[config.mk]
export PLATFORM = sky130hd
export DESIGN_NAME = imem_loader
export DESIGN_NICKNAME = d
export VERILOG_FILES = /design/src/rtl/imem_pkg.sv /design/src/rtl/imem_word_packer.sv /design/src/rtl/imem_loader.sv
export SDC_FILE = /design/constraint.sdc
export NUM_CORES = 1
export LEC_CHECK = 0
export CAP_MARGIN = 15
export CORE_MARGIN = 8
export CORE_UTILIZATION = 30
export DETAILED_ROUTE_END_ITERATION = 6
export SLEW_MARGIN = 20
export SYNTH_ARGS = -nofsm -noshare
export SYNTH_HDL_FRONTEND = slang
export SYNTH_SLANG_ARGS = --single-unit
[constraint.sdc]
create_clock -name clk -period 2 [get_ports clk]
set_input_delay 0.3 -clock clk [delete_from_list [all_inputs] [get_ports clk]]
set_output_delay 0.3 -clock clk [all_outputs]
set_load 0.03 [all_outputs]
[src/rtl/imem_pkg.sv]
// Shared types and constants for the instruction-memory loader.
// Holds the loader FSM state encoding, default sync marker and word geometry.
package imem_pkg;

    localparam int         IMEM_ADDR_W   = 8;
    localparam int         WORD_BYTES    = 4;
    localparam logic [7:0] SYNC_BYTE_DEF = 8'hA5;

    typedef enum logic [2:0] {
        IDLE,
        SYNC,
        LEN0,
        LEN1,
        DATA,
        CSUM,
        DONE,
        ERROR
    } imem_state_e;

endpackage

[src/rtl/imem_word_packer.sv]
// Little-endian byte-to-word assembler for the program loader.
// Ports: clr_i restarts lane 0, push_i/byte_i feed one byte, lane_o is the
// next lane, word_valid_o pulses one cycle after the 4th byte with word_o.
module imem_word_packer
    import imem_pkg::*;
(
    input  logic        clk,
    input  logic        rst_n,
    input  logic        clr_i,
    input  logic        push_i,
    input  logic [7:0]  byte_i,
    output logic [1:0]  lane_o,
    output logic        word_valid_o,
    output logic [31:0] word_o
);

    logic [31:0] sr_q, sr_d;
    logic [1:0]  lane_q, lane_d;
    logic        vld_q, vld_d;

    // Shifting right places the first byte in bits [7:0] after four pushes.
    always_comb begin
        sr_d   = sr_q;
        lane_d = lane_q;
        vld_d  = 1'b0;
        if (clr_i) begin
            sr_d   = '0;
            lane_d = '0;
        end else if (push_i) begin
            sr_d   = {byte_i, sr_q[31:8]};
            lane_d = lane_q + 2'd1;
            vld_d  = (lane_q == 2'(WORD_BYTES - 1));
        end
    end

    always_ff @(posedge clk or negedge rst_n) begin
        if (!rst_n) begin
            sr_q   <= '0;
            lane_q <= '0;
            vld_q  <= 1'b0;
        end else begin
            sr_q   <= sr_d;
            lane_q <= lane_d;
            vld_q  <= vld_d;
        end
    end

    assign lane_o       = lane_q;
    assign word_valid_o = vld_q;
    assign word_o       = sr_q;

endmodule

[src/rtl/imem_loader.sv]
// Byte-serial instruction-memory loader: SYNC, LEN_LO, LEN_HI, 4*N data bytes.
// Ports: start arms, in_valid/in_ready/in_data stream, mem_we/mem_addr/
// mem_wdata write port, busy/cpu_hold during a frame, sticky done/error.
// Build option IMEM_LOADER_CSUM_EN adds a trailing XOR checksum byte.
module imem_loader
    import imem_pkg::*;
#(
    parameter int         ADDR_W    = IMEM_ADDR_W,
    parameter logic [7:0] SYNC_BYTE = SYNC_BYTE_DEF
) (
    input  logic              clk,
    input  logic              rst_n,
    input  logic              start,
    input  logic              in_valid,
    input  logic [7:0]        in_data,
    output logic              in_ready,
    output logic              mem_we,
    output logic [ADDR_W-1:0] mem_addr,
    output logic [31:0]       mem_wdata,
    output logic              busy,
    output logic              done,
    output logic              error,
    output logic              cpu_hold
);

    localparam int          RW    = ADDR_W + 1;
    localparam int unsigned DEPTH = 1 << ADDR_W;

`ifdef IMEM_LOADER_CSUM_EN
    localparam imem_state_e FIN = CSUM;
`else
    localparam imem_state_e FIN = DONE;
`endif

    imem_state_e       state_q, state_d;
    logic [7:0]        len_lo_q, len_lo_d;
    logic [RW-1:0]     rem_q, rem_d;
    logic [ADDR_W-1:0] addr_q, addr_d;
    logic [7:0]        csum_q, csum_d;

    logic        accept;
    logic        pk_clr;
    logic        pk_push;
    logic [1:0]  pk_lane;
    logic        pk_vld;
    logic [31:0] pk_word;
    logic [15:0] n;

    assign accept = in_valid && in_ready;
    assign n      = {in_data, len_lo_q};

    imem_word_packer u_packer (
        .clk          (clk),
        .rst_n        (rst_n),
        .clr_i        (pk_clr),
        .push_i       (pk_push),
        .byte_i       (in_data),
        .lane_o       (pk_lane),
        .word_valid_o (pk_vld),
        .word_o       (pk_word)
    );

    always_comb begin
        state_d  = state_q;
        len_lo_d = len_lo_q;
        rem_d    = rem_q;
        addr_d   = addr_q;
        csum_d   = csum_q;
        in_ready = 1'b0;
        pk_clr   = 1'b0;
        pk_push  = 1'b0;

        // Saturate so a full-depth frame leaves the index on the last word.
        if (pk_vld && (addr_q != '1)) begin
            addr_d = addr_q + ADDR_W'(1);
        end

        unique case (state_q)
            IDLE, DONE, ERROR: begin
                if (start) begin
                    state_d = SYNC;
                    addr_d  = '0;
                    rem_d   = '0;
                    csum_d  = '0;
                    pk_clr  = 1'b1;
                end
            end
            SYNC: begin
                in_ready = 1'b1;
                if (accept && (in_data == SYNC_BYTE)) begin
                    state_d = LEN0;
                end
            end
            LEN0: begin
                in_ready = 1'b1;
                if (accept) begin
                    len_lo_d = in_data;
                    csum_d   = csum_q ^ in_data;
                    state_d  = LEN1;
                end
            end
            LEN1: begin
                in_ready = 1'b1;
                if (accept) begin
                    csum_d = csum_q ^ in_data;
                    if (n == 16'd0) begin
                        state_d = FIN;
                    end else if (32'(n) > DEPTH) begin
                        state_d = ERROR;
                    end else begin
                        rem_d   = n[RW-1:0];
                        state_d = DATA;
                    end
                end
            end
            DATA: begin
                in_ready = 1'b1;
                if (accept) begin
                    pk_push = 1'b1;
                    csum_d  = csum_q ^ in_data;
                    if (pk_lane == 2'(WORD_BYTES - 1)) begin
                        rem_d = rem_q - RW'(1);
                        if (rem_q == RW'(1)) begin
                            state_d = FIN;
                        end
                    end
                end
            end
`ifdef IMEM_LOADER_CSUM_EN
            CSUM: begin
                in_ready = 1'b1;
                if (accept) begin
                    state_d = (in_data == csum_q) ? DONE : ERROR;
                end
            end
`endif
            default: begin
                state_d = IDLE;
            end
        endcase
    end

    always_ff @(posedge clk or negedge rst_n) begin
        if (!rst_n) begin
            state_q  <= IDLE;
            len_lo_q <= '0;
            rem_q    <= '0;
            addr_q   <= '0;
            csum_q   <= '0;
        end else begin
            state_q  <= state_d;
            len_lo_q <= len_lo_d;
            rem_q    <= rem_d;
            addr_q   <= addr_d;
            csum_q   <= csum_d;
        end
    end

    assign busy      = state_q inside {SYNC, LEN0, LEN1, DATA, CSUM};
    assign cpu_hold  = busy;
    assign done      = (state_q == DONE);
    assign error     = (state_q == ERROR);
    assign mem_we    = pk_vld;
    assign mem_addr  = addr_q;
    assign mem_wdata = pk_word;

endmodule

==> summary.txt, run 1 <==
Outcome
  – Status: finished clean

Power
  – Net switching power: 0.00209 W
  – Max VDD drop: 657 uV
  – Pwr dens: 1240 mW/mm^2
  – Clock share of power: 20.8%
  – Total design power: 0.00537 W
  – Leakage: 1.84 nW
  – Flop pwr share: 35.5%
  – Internal Power: 0.00329 W
  – Gate power share: 43.8%
  – Sw frac: 38.8%

Placement
  – Area after DPL: 0.00400 mm^2
  – Post-Place Setup Slack: -0.327 ns
  – Dpl hpwl: 5.54 mm
  – Routability cong.: 0.830
  – Port bufs: 57

Timing
  – Slew Limit Headroom: 35.3%
  – Final Cycle Share: 97.7%
  – Crit path time final: 1.95 ns
  – Final Max Tran Viols: 0
  – Worst-margin pin slew: 0.968 ns
  – Final worst slack: 0.0462 ns
  – FMAX: 512 MHz
  – RSZ-0062 raised after global routing: true
  – Setup-failing EPs final: 0
  – Hold Fails Final Rpt: 0
  – Clock skew: 0.00708 ns

Logic synthesis
  – Post-synth top area share: 51.3%
  – Post-synthesis adder-cell area fraction: 1.63%
  – Unique masters post-synth: 48
  – Post-Synth XOR/XNOR Area: 2.28%
  – Post-synthesis cell count: 327
  – Largest area contributor in the netlist: dfrtp_1
  – Syn Area/Cell: 9.39 um^2
  – Post-Syn Area: 0.00307 mm^2
  – Warnings from Yosys: 0
  – Net Count, Synth: 343
  – Main combinational cell family by area after synthesis: simple AND/OR/NAND/NOR gates
  – Main synth FF type: dfrtp_1
  – Post-synth EDFFs: 0
  – Cell with the most instances after synthesis: nand2_1
  – Synth top area cells: dfrtp_1, nand2_1, a21oi_1
  – Sequential fraction of the synthesis area: 51.3%
  – Post-synthesis mux area share: 3.95%
  – Synth Area in Compound Gates: 15.9%
  – Post-synthesis simple-gate area fraction: 20.2%
  – Synth cell count leaders: nand2_1, dfrtp_1, a21oi_1
  – Synth Register Bits: 63
  – Ys async rst share: 100%

Finish
  – Fin util: 42.7%
  – Final net count: 436
  – # diodes: 0
  – Fill count: 1024
  – Area growth, synth to finish: 40.9%
  – Layout cells sized above 1: 20.8%
  – Finished layout cell area: 0.00433 mm^2

Die
  – Initial Utilization: 30.3%
  – Die width: 117 um
  – Total core area: 0.0101 mm^2
  – Die Ht: 117 um
  – Std cell rows: 37
  – IO Count: 58
  – Die ar.: 0.0137 mm^2

Critical path
  – Crit-path max FO: 4
  – Crit. End Element: flip-flop
  – FF-to-FF setup slack: 0.09 ns
  – Slowest stage cell on the critical path: or4_4
  – Startpoint types: primary input
  – Crit path cell chain: clkdlybuf4s50_1 -> or4_4 -> a211oi_4 -> o32ai_4 -> buf_4 -> a211oi_1 -> a21oi_1
  – Worst endpoint data arrival time: 2.17 ns
  – Max stage delay on crit path: 0.57 ns
  – R2R Path Start: state_q[0]
  – Worst path required time: 2.22 ns
  – Crit Path Category: primary input to flip-flop
  – Register-to-Register Path Depth: 5
  – Reg2reg end: mem_addr[7]

Clocking
  – # H-tree levels: 3
  – TritonCTS clock tree: built
  – Total CTS buffers: 9
  – Longest Clk Path Bufs: 2
  – CTS clk-pin slew, worst paths: 0.07 ns
  – CTS Root Cell: clkbuf_8
  – Clock Sinks: 63
  – Clock latency on the worst-skew pair: 0.34 ns

Global routing
  – Total GRT Usage: 12.4%
  – GRT overflow: 0
  – Largest net degree at the start of global routing: 45
  – First-pass GRT wire length: 13.3 mm
  – Vias in the first global route: 2701
  – Initial antenna violation count: 0

Run
  – Max cap viols: 0

Min path
  – HP Class: primary input to flip-flop
  – Cells on Worst Hold Path: 3
  – Hold Crit Start: in_data[3]
  – End of the worst hold path: len_lo_q[3]

Detailed routing
  – DR vias/cell: 4.84
  – Total number of vias: 2710
  – DRC violations left: 0
  – Number of DRC markers in iteration 0: 147
  – Initial DRT Pass Iterations: 4
  – Routed len/inst: 14.6 um
  – Routed Antenna Nets: 0
  – DRT Wirelength: 8.18 mm
through the flow:
stage | TNS (ns) | hold WS (ns) | cells
floorplan | 0 | 0.00441 | 327
global placement | -3.00 | 0.292 | 537
detailed placement | -3.30 | 0.290 | 537
CTS | 0 | 0.453 | 553
global route | -0.413 | 0.336 | 560
finish | 0 | 0.340 | 560
area by class of cell:
class                   count  area, um^2  area share (%)
flip-flops and latches     63        1580            36.5
multi-input cells         240        1420            32.9
repair buffers            100         936            21.6
well taps                 136         170            3.93
clock buffers              12         155            3.58
clock inverters             3        42.5           0.983
inverters                   6        22.5           0.520
kinds of logic after synthesis:
kind of cell / count (synthesis)
and+or+nand+nor: 135
AOI/OAI and AO/OA: 81
DFF: 63
buffers and inverters: 25
muxes: 11
xor gates and xnor gates: 8
adders and majority gates: 4
sequential cells by signal, summed over array words and instances (netlist names):
| name | count |
|---|---|
| u_packer.word_o | 32 |
| u_packer.lane_o | 2 |
| u_packer.word_valid_o | 1 |
| rem_q | 9 |
| mem_addr | 8 |
| state_q | 3 |
| len_lo_q | 8 |
worst max path at each step:
stage                start          end  depth (start not counted)
2_1_floorplan  mem_addr[0]  mem_addr[7]                          6
3_3_place_gp    in_data[3]   state_q[0]                          6
3_5_place_dp    in_data[2]     rem_q[1]                          6
4_1_cts         state_q[0]  mem_addr[7]                          5
5_1_grt         state_q[0]  mem_addr[1]                          5
6_report        in_data[2]     rem_q[0]                          7
placed cells by master, fill, tap and decap left out, types with 3 or more instances in the layout:
| master | n |
|---|---|
| buf_12 | 3 |
| inv_1 | 6 |
| dfrtp_2 | 3 |
| a211oi_1 | 3 |
| nor2_1 | 22 |
| o21ai_0 | 10 |
| xnor2_1 | 5 |
| nand3_1 | 5 |
| nand2_1 | 75 |
| ha_1 | 4 |
| buf_4 | 40 |
| nor3_1 | 5 |
| clkdlybuf4s50_1 | 47 |
| xor2_1 | 3 |
| o21ai_1 | 7 |
| o31ai_1 | 3 |
| a21oi_1 | 41 |
| dlymetal6s2s_1 | 4 |
| dfrtp_1 | 60 |
| and2_1 | 3 |
| mux2_2 | 9 |
| clkbuf_8 | 11 |
| a21boi_0 | 4 |
power groups by stage:
stage	Sequential, W	Combinational [W]	Clock, W
after floorplan	0.00200	0.00123	0
after global routing	0.00196	0.00258	0.00120
after global placement	0.00187	0.00218	0
after detailed placement	0.00188	0.00220	0
final	0.00191	0.00235	0.00112
after CTS	0.00187	0.00221	0.00114
critical path, delay by kind of cell:
| family | cells | cell delay, ns |
|---|---|---|
| AO/OA/AOI/OAI | 4 | 0.72 |
| buffers and inverters | 2 | 0.59 |
| AND/OR/NAND/NOR | 1 | 0.57 |
repair_timing:
item | CTS | global route
gates cloned | 0 | 1
gates resized for setup | 4 | 21
pin swaps | 1 | 6
hold endpoints to repair | 19 | 0
hold buffers | 1 | 0
buffers inserted | 0 | 6
setup endpoints to repair | 6 | 50
metal layers:
layer / routed length, um / share of wire [%] / GRT usage, % / vias to the layer above
li1: - / - / - / 1317
met1: 3660 / 45 / 15.6 / 1329
met2: 3940 / 48 / 19.6 / 58
met3: 469 / 5.7 / 3.85 / 6
met4: 108 / 1.3 / 4.52 / 0
met5: 0 / 0 / 0 / -
No activity file was read; power rests on OpenSTA's default activity.
==> run 2: changes to the inputs <==
Clock period 2 ns to 2.28 ns, I/O delays scaled along.
==> summary.txt, run 2 (synthesized netlist as in run 1, its figures left out) <==
Outcome
  – Status: finished clean

Finish
  – Most common cell after layout, fill and taps aside: nand2_1
  – Finished layout cell area: 0.00409 mm^2 (-5.5%)
  – Final net count: 418 (-4.1%)
  – Max reg flops: 32 (unchanged)
  – Layout cells sized above 1: 15.0% (-5.8 points)
  – Area growth, synth to finish: 33.2%
  – Commonest non-fill, non-tap cells in the layout: nand2_1, dfrtp_1, clkdlybuf4s50_1
  – # diodes: 0 (unchanged)

Critical path
  – Startpoint types: flip-flop
  – Max stage delay on crit path: 0.66 ns (+0.09 ns)
  – Crit-path leading delay family: buffers and inverters
  – Worst path required time: 1.94 ns (-0.28 ns)
  – Worst endpoint data arrival time: 1.75 ns (-0.42 ns)
  – Crit path cell chain: and3_1 -> clkdlybuf4s50_1
  – Slowest stage cell on the critical path: clkdlybuf4s50_1
  – CP bufs+invs: 1 (-1)
  – Crit. End Element: output pin
  – Crit-path max FO: 10 (+6)
  – Crit Path Category: flip-flop to output pin

Timing
  – Final Max Tran Viols: 0 (unchanged)
  – Hold Fails Final Rpt: 0 (unchanged)
  – RSZ-0062 raised after global routing: false
  – FMAX: 478 MHz
  – Final Cycle Share: 91.8%
  – Worst-margin pin slew: 0.629 ns (-0.339 ns)
  – Crit path time final: 2.09 ns
  – Setup-failing EPs final: 0 (unchanged)
  – Clock skew: 0.00900 ns (+0.00192 ns)
  – Slew Limit Headroom: 57.7% (+22 points)

Placement
  – Dpl hpwl: 5.45 mm (-1.6%)
  – Area after DPL: 0.00391 mm^2 (-2.2%)
  – Port bufs: 57 (unchanged)
  – Routability cong.: 0.868 (+4.7%)

Global routing
  – Total GRT Usage: 12.2% (-0.19 points)
  – Initial antenna violation count: 0 (unchanged)
  – Largest net degree at the start of global routing: 43 (-4.4%)
  – Vias in the first global route: 2667 (-1.3%)
  – GRT overflow: 0 (unchanged)
  – First-pass GRT wire length: 13.1 mm (-1.6%)

Clocking
  – # H-tree levels: 3 (unchanged)
  – Clock Sinks: 63 (unchanged)
  – Post-CTS Setup Inserts: 0 (unchanged)
  – Longest Clk Path Bufs: 2 (unchanged)
  – CTS Root Cell: clkbuf_8
  – TritonCTS clock tree: built
  – Clock latency on the worst-skew pair: 0.35 ns (about the same)
  – CTS clk-pin slew, worst paths: 0.07 ns (about the same)
  – Total CTS buffers: 9 (unchanged)

Detailed routing
  – DRT Wirelength: 7.73 mm (-5.4%)
  – Routed len/inst: 14.2 um (-2.5%)
  – DRC violations left: 0 (unchanged)
  – DR vias/cell: 4.81 (-0.60%)
  – Number of DRC markers in iteration 0: 257 (+75%)
  – Initial DRT Pass Iterations: 4 (unchanged)
  – Total number of vias: 2612 (-3.6%)
  – Routed Antenna Nets: 0 (unchanged)

Die
  – Initial Utilization: 30.3% (unchanged)
  – Std cell rows: 37 (unchanged)
  – Die Ht: 117 um (unchanged)
  – Die ar.: 0.0137 mm^2 (unchanged)
  – Total core area: 0.0101 mm^2 (unchanged)
  – IO Count: 58 (unchanged)
  – Die width: 117 um (unchanged)

Power
  – Total design power: 0.00431 W (-20%)
  – Flop pwr share: 38.3% (+2.8 points)
  – Max VDD drop: 535 uV (-19%)
  – Clock share of power: 19.7% (-1.1 points)
  – Leakage: 1.69 nW (-7.9%)
  – Gate power share: 42.0% (-1.8 points)
  – Internal Power: 0.00254 W (-23%)
  – Sw frac: 41.1% (+2.2 points)
  – Pwr dens: 1050 mW/mm^2 (-15%)
  – Net switching power: 0.00177 W (-15%)

Min path
  – HP Class: flip-flop to flip-flop

Run
  – Max cap viols: 0 (unchanged)
-- run 2: path summary, 6_finish.rpt --
path                            start             endpoint  slack, ns  cells past startpoint
setup / recovery           state_q[0]                error       0.19                      2
hold / removal               rem_q[7]             rem_q[7]       0.52                      2
setup reg to reg           state_q[2]             rem_q[5]       0.23                      5
hold reg to reg              rem_q[7]             rem_q[7]       0.52                      2
max in group asynchronous       rst_n   u_packer.lane_o[0]       1.16                      3
min in group asynchronous       rst_n  u_packer.word_o[20]       0.55                      2
-- run 2: final cells by class --
class	count	area, um^2
inverter	6	22.5
sequential	63	1580
clock buffer	9	124
tap	136	170
multi-input combinational	239	1360
clock inverter	7	48.8
timing repair buffer	83	788
fill	1023	6050
-- run 2: power by group through the flow --
stage          Sequential, W  Clock (W)  Combinational [W]
6_report             0.00165   0.000851            0.00181
3_5_place_dp         0.00166          0            0.00182
5_1_grt              0.00169   0.000934            0.00199
2_1_floorplan        0.00176          0            0.00108
4_1_cts              0.00165   0.000879            0.00182
3_3_place_gp         0.00166          0            0.00181
-- run 2: per-layer routing --
| metal | vias to the layer above | part of all wire (%) | global-route usage, % |
|---|---|---|---|
| met5 | - | 0 | 0 |
| met4 | 0 | 1.9 | 5.97 |
| met3 | 11 | 6.4 | 2.98 |
| met2 | 61 | 45 | 18.8 |
| met1 | 1262 | 46 | 15.8 |
| li1 | 1278 | - | - |
-- run 2: what timing repair did --
action | in CTS | in global routing
pin swaps | 0 | 0
hold endpoints to repair | 22 | 0
resized for setup | 2 | 1
setup endpoints to repair | 2 | 1
hold buffers | 1 | 0
-- run 2: stage by stage --
stage                     hold slack, ns  TNS (ns)  std cells  setup WS (ns)  util [%]
after floorplan                   0.0464         0        327          0.413         -
after global placement             0.360    -0.209        526        -0.0987      38.6
after detailed placement           0.360    -0.429        526         -0.103      38.6
after CTS                          0.520         0        543         0.0339      40.3
after global routing               0.552         0        543         0.0749      40.4
final                              0.519         0        543          0.187      40.4
-- run 2: tightest hold or removal path, cell delays in order (launching register included) --
cell and delay (ns):
dfrtp_1 0.35, o21ai_0 0.08, o21ai_0 0.06
